[src/rtl/ram_arbiter.sv]
// ram_arbiter
//   Shares one byte-addressed RAM port (via the RAM address manager) between
//   requester 0 (instruction fetch) and requester 1 (data load/store).
//   Round-robin grant with a req/ack handshake and an RD_LATENCY-cycle read
//   wait. A word access at an odd address is split into two byte accesses
//   (low byte at addr, high byte at addr+1), so requesters see no alignment
//   restrictions.
// Ports
//   clk, rst                 clock, asynchronous active-high reset
//   reqN/weN/byteN/sextN     request and access type (held until ackN)
//   addrN[17:0], wdataN[15:0] byte address, write data (byte writes use [7:0])
//   ackN                     one-cycle completion pulse
//   rdataN[15:0]             read data, valid with ackN, held until next ackN
//   busy                     high whenever the FSM is not IDLE
//   mem_addr/mem_byte/mem_sext/mem_we/mem_wdata   to the address manager
//   mem_rdata                read data from the address manager
module ram_arbiter #(
  parameter int RD_LATENCY = 1   // 1..4
) (
  input  logic        clk,
  input  logic        rst,
  input  logic        req0,
  input  logic        we0,
  input  logic        byte0,
  input  logic        sext0,
  input  logic [17:0] addr0,
  input  logic [15:0] wdata0,
  input  logic        req1,
  input  logic        we1,
  input  logic        byte1,
  input  logic        sext1,
  input  logic [17:0] addr1,
  input  logic [15:0] wdata1,
  output logic        ack0,
  output logic [15:0] rdata0,
  output logic        ack1,
  output logic [15:0] rdata1,
  output logic        busy,
  output logic [17:0] mem_addr,
  output logic        mem_byte,
  output logic        mem_sext,
  output logic        mem_we,
  output logic [15:0] mem_wdata,
  input  logic [15:0] mem_rdata
);

  typedef enum logic [1:0] {IDLE, ISSUE, WAIT, DONE} state_t;

  state_t      state;
  logic        last_grant;
  logic        gnt;
  logic        phase;
  logic        l_we;
  logic        l_byte;
  logic [17:0] l_addr;
  logic [7:0]  l_whi;     // high write byte, needed only for split phase 1
  logic [7:0]  lo;        // low byte captured in split-read phase 0
  logic [1:0]  cnt;

  // Grant selection: on a tie the requester that was not served last wins.
  logic        pick;
  logic        sel_we, sel_byte, sel_sext, sel_split;
  logic [17:0] sel_addr;
  logic [15:0] sel_wdata;

  assign pick      = req1 & (~req0 | ~last_grant);
  assign sel_we    = pick ? we1    : we0;
  assign sel_byte  = pick ? byte1  : byte0;
  assign sel_sext  = pick ? sext1  : sext0;
  assign sel_addr  = pick ? addr1  : addr0;
  assign sel_wdata = pick ? wdata1 : wdata0;
  assign sel_split = ~sel_byte & sel_addr[0];

  logic        split;
  logic [17:0] p1_addr;
  logic        wait_last;

  assign split     = ~l_byte & l_addr[0];
  assign p1_addr   = l_addr + 18'd1;   // 18-bit wrap: 0x3FFFF -> 0x00000
  assign wait_last = (cnt == 2'(RD_LATENCY - 1));

  always_ff @(posedge clk or posedge rst) begin
    if (rst) begin
      state      <= IDLE;
      last_grant <= 1'b1;
      gnt        <= 1'b0;
      phase      <= 1'b0;
      l_we       <= 1'b0;
      l_byte     <= 1'b0;
      l_addr     <= '0;
      l_whi      <= '0;
      lo         <= '0;
      cnt        <= '0;
      ack0       <= 1'b0;
      ack1       <= 1'b0;
      rdata0     <= '0;
      rdata1     <= '0;
      busy       <= 1'b0;
      mem_addr   <= '0;
      mem_byte   <= 1'b0;
      mem_sext   <= 1'b0;
      mem_we     <= 1'b0;
      mem_wdata  <= '0;
    end else begin
      case (state)
        IDLE: begin
          if (req0 | req1) begin
            gnt        <= pick;
            last_grant <= pick;
            l_we       <= sel_we;
            l_byte     <= sel_byte;
            l_addr     <= sel_addr;
            l_whi      <= sel_wdata[15:8];
            phase      <= 1'b0;
            cnt        <= '0;
            // Phase-0 issue values go out directly so ISSUE sees them registered.
            mem_addr   <= sel_addr;
            mem_byte   <= sel_byte | sel_split;
            mem_sext   <= sel_sext & ~sel_split;
            mem_wdata  <= sel_split ? {8'h00, sel_wdata[7:0]} : sel_wdata;
            mem_we     <= sel_we;
            busy       <= 1'b1;
            state      <= ISSUE;
          end
        end
        ISSUE: begin
          cnt <= '0;
          if (l_we && split && !phase) begin
            // Second byte strobe of a split write; mem_we stays high.
            phase     <= 1'b1;
            mem_addr  <= p1_addr;
            mem_wdata <= {8'h00, l_whi};
            state     <= ISSUE;
          end else if (l_we) begin
            mem_we <= 1'b0;
            if (gnt) ack1 <= 1'b1;
            else     ack0 <= 1'b1;
            state  <= DONE;
          end else begin
            mem_we <= 1'b0;
            state  <= WAIT;
          end
        end
        WAIT: begin
          if (!wait_last) begin
            cnt <= cnt + 2'd1;
          end else if (split && !phase) begin
            lo        <= mem_rdata[7:0];
            phase     <= 1'b1;
            mem_addr  <= p1_addr;
            mem_wdata <= {8'h00, l_whi};
            mem_we    <= 1'b0;
            state     <= ISSUE;
          end else begin
            // Split result is assembled as {hi, lo} with no sign extension.
            if (gnt) begin
              ack1   <= 1'b1;
              rdata1 <= split ? {mem_rdata[7:0], lo} : mem_rdata;
            end else begin
              ack0   <= 1'b1;
              rdata0 <= split ? {mem_rdata[7:0], lo} : mem_rdata;
            end
            state <= DONE;
          end
        end
        DONE: begin
          ack0  <= 1'b0;
          ack1  <= 1'b0;
          busy  <= 1'b0;
          state <= IDLE;
        end
        default: state <= IDLE;
      endcase
    end
  end

endmodule

[config.mk]
export PLATFORM = sky130hd
export DESIGN_NAME = ram_arbiter
export DESIGN_NICKNAME = d
export VERILOG_FILES = /design/src/rtl/ram_arbiter.sv
export SDC_FILE = /design/constraint.sdc
export NUM_CORES = 1
export LEC_CHECK = 0
export CAP_MARGIN = 5
export CORE_ASPECT_RATIO = 1.2
export CORE_MARGIN = 4
export CORE_UTILIZATION = 43
export DETAILED_ROUTE_END_ITERATION = 6
export GPL_ROUTABILITY_DRIVEN = 0
export PLACE_DENSITY_LB_ADDON = 0.05
export SLEW_MARGIN = 5
export SYNTH_ARGS = -nofsm -noshare
export SYNTH_HDL_FRONTEND = slang
export SYNTH_SLANG_ARGS = --single-unit
[constraint.sdc]
create_clock -name clk -period 4 [get_ports clk]
set_input_delay 0.8 -clock clk [delete_from_list [all_inputs] [get_ports clk]]
set_output_delay 0.8 -clock clk [all_outputs]
set_load 0.02 [all_outputs]
==> impl_metrics.yaml <==
run_status:
  status: "complete, no violations"
sta:
  finalSetupTns_ns: 0
  fin_skew_ns: 0.00843
  final_hold_viol_count: 0
  rsz0062_at_grt: "no"
  worstMarginPinSlew_ns: 1.00
  hold_slack_ns: 0.476
  slew_violations: 0
  fmax_mhz: 342
  setup_viol: 0
  fin_crit_sh_pct: 73.0
  slew_headroom_pct: 33.3
  finalCriticalPeriod_ns: 2.92
cts:
  cts_tree: "done"
  cts_buffers: 17
  cts_hold_buf: 0
  cts_root_buf: "clkbuf_16"
  clkSlewWorstSetupHoldPaths_ns: 0.05
  cts_setup_buffers: 0
  clock_tree.buffer_depth: 2
  clock_latency_ns: 0.41
  post_cts_resize_count: 0
  htree_levels: 4
  cts_num_sinks: 115
floorplan:
  die_y_um: 132
  num_rows: 44
  initial_core_util_pct: 44.6
  die_area_um2: 14600
  ios: 166
  core_area_um2: 12300
  die-width_um: 111
synthesis:
  yosysWarnings: 0
  synth_seq_area_share_pct: 52.6
  syn_inst: 553
  synth-edff-count: 0
  synth_common_cells: "dfrtp_1 (114), nand2_1 (94), o21ai_0 (69), mux2i_1 (53), nor2_1 (42)"
  synth_area_per_cell_um2: 9.89
  syn_area_um2: 5470
  synth_most_common_cell: "dfrtp_1"
  synth.distinct_cells: 39
  synthFlopType: "dfrtp_1"
  yosys.area.top_type: "dfrtp_1"
  ys_async_sr_fraction_pct: 100
  synth_top_area_share_pct: 52.2
  ys_seq_elements: 115
  syn_nets: 654
  synthTopCellsByArea: "dfrtp_1 (52%), mux2i_1 (9.7%), nand2_1 (6.5%), o21ai_0 (6.3%), mux2_2 (3.5%)"
run:
  maxCapViolations: 0
worst_setup_path:
  cp_slowest_cell: "clkdlybuf4s50_1"
  max_stage_delay_ns: 0.55
  r2r_cells: 8
  worstSetupStartpointType: "primary input"
  crit_chain: "clkdlybuf4s50_1 -> or3b_2 -> o21ai_0 -> or3_2 -> buf_4 -> nor3_1 -> a211o_1"
  crit_type: "primary input to register"
  worstPathArrival_ns: 3.21
  end_kind: "register"
  rr_endpoint: "mem_addr[15]"
  required_ns: 4.29
  r2r_setup_slack_ns: 1.16
  timing.rr.start: "state[0]"
  critPathMaxFanout: 50
route:
  postRouteAntennaNets: 0
  wl_per_cell_um: 15.8
  drc_errors: 0
  drt_pass1_iterations: 5
  num_vias: 4620
  wirelength_mm: 14.1
  drt-vias-per-instance: 5.19
  drt-initial-drc-count: 200
global_routing:
  antenna_found_initial: 0
  first_global_vias: 4679
  grt_max_degree: 82
  grt_overflow: 0
  grtUsageTotal_pct: 19.5
  grt_pass1_wl_mm: 23.2
power:
  power.density_nw_per_um2: 853
  p_total_mw: 6.75
  vdd_ir_drop_max_mv: 0.346
  power_leakage_nw: 3.45
hold_path:
  hold_class: "register to register"
  whs_path_depth: 2
  hold_end: "mem_addr[2]"
  worst_hold_startpoint: "mem_addr[2]"
final_layout:
  syn2layout_area_growth_pct: 44.8
  drive_gt1_share_pct: 10.3
  fin_nets: 818
  n_fill_cell: 1009
  antenna_cells: 0
placed_design:
  io_buffers: 165
  hpwl_mm: 10.1
per-stage QoR:
step	instances	worst slack, ns	area, um^2	util, %
final	891	1.08	7920	64.5
after global routing	891	0.928	7920	64.5
after CTS	890	1.09	7900	64.4
after detailed placement	858	0.667	7300	59.5
after global placement	858	0.764	7300	59.5
after floorplan	553	0.158	5470	-
report_power, final:
| group | internal, mW | switching (mW) | leakage (nW) |
|---|---|---|---|
| Clock | 0.993 | 0.540 | 0.281 |
| Sequential | 1.72 | 0.375 | 1.39 |
| Combinational | 1.38 | 1.74 | 1.78 |
critical path: cells and delay by family:
family | cells | cell delay, ns
AO/OA/AOI/OAI | 2 | 0.53
AND/OR/NAND/NOR | 3 | 0.88
buffers and inverters | 2 | 0.98
logic make-up after synthesis:
group,synth area share [%]
AO/OA/AOI/OAI,14.2
XOR/XNOR,1.92
adder cells (fa/ha/maj),1.60
buffers and inverters,3.18
flip-flops,52.6
multiplexers,13.2
AND/OR/NAND/NOR,13.3
area by class of cell:
cell class,instances,area [um^2],share of cell area (%)
tap,161,201,2.54
clock inverter,13,160,2.02
sequential,115,2880,36.4
clock buffer,19,443,5.59
inverter,10,40.0,0.506
multi-input combinational,396,2450,30.9
timing repair buffer,177,1750,22.1
how the worst max path moves through the flow:
stage / slack, ns / cells past startpoint / to / from
detailed placement: 0.67 / 7 / mem_addr[15] / req0
global placement: 0.76 / 6 / mem_addr[13] / req0
finish: 1.08 / 7 / mem_addr[15] / req0
floorplan: 0.16 / 1 / ack0 / rst
CTS: 1.09 / 7 / mem_addr[15] / req0
global route: 0.93 / 7 / mem_addr[15] / req0
placed cells by master (no fill, tap or decap), types with 6 or more instances in the layout:
cell type and instances:
a21oi_1 36, buf_4 11, clkbuf_16 17, clkdlybuf4s50_1 165
dfrtp_1 114, ha_1 7, inv_1 9, mux2_2 17
mux2i_1 53, nand2_1 94, nor2_1 42, nor3_1 7
o21ai_0 68, o21ai_2 8, o31ai_1 6, xnor2_1 6
xor2_1 6
metal layers:
metal / track usage, % / vias up / part of all wire, %
li1: - / 2259 / -
met1: 23.7 / 2209 / 43
met2: 33.8 / 141 / 50
met3: 5.15 / 11 / 6.2
met4: 6.43 / 0 / 1.0
met5: 0 / - / 0
flip-flops by register name (all words and copies together) (netlist names), 2 cells and up:
register,cells
state,2
mem_addr,18
lo,8
rdata1,16
l_addr,18
l_whi,8
mem_wdata,16
cnt,2
rdata0,16
(Power assumes the default switching activity.)
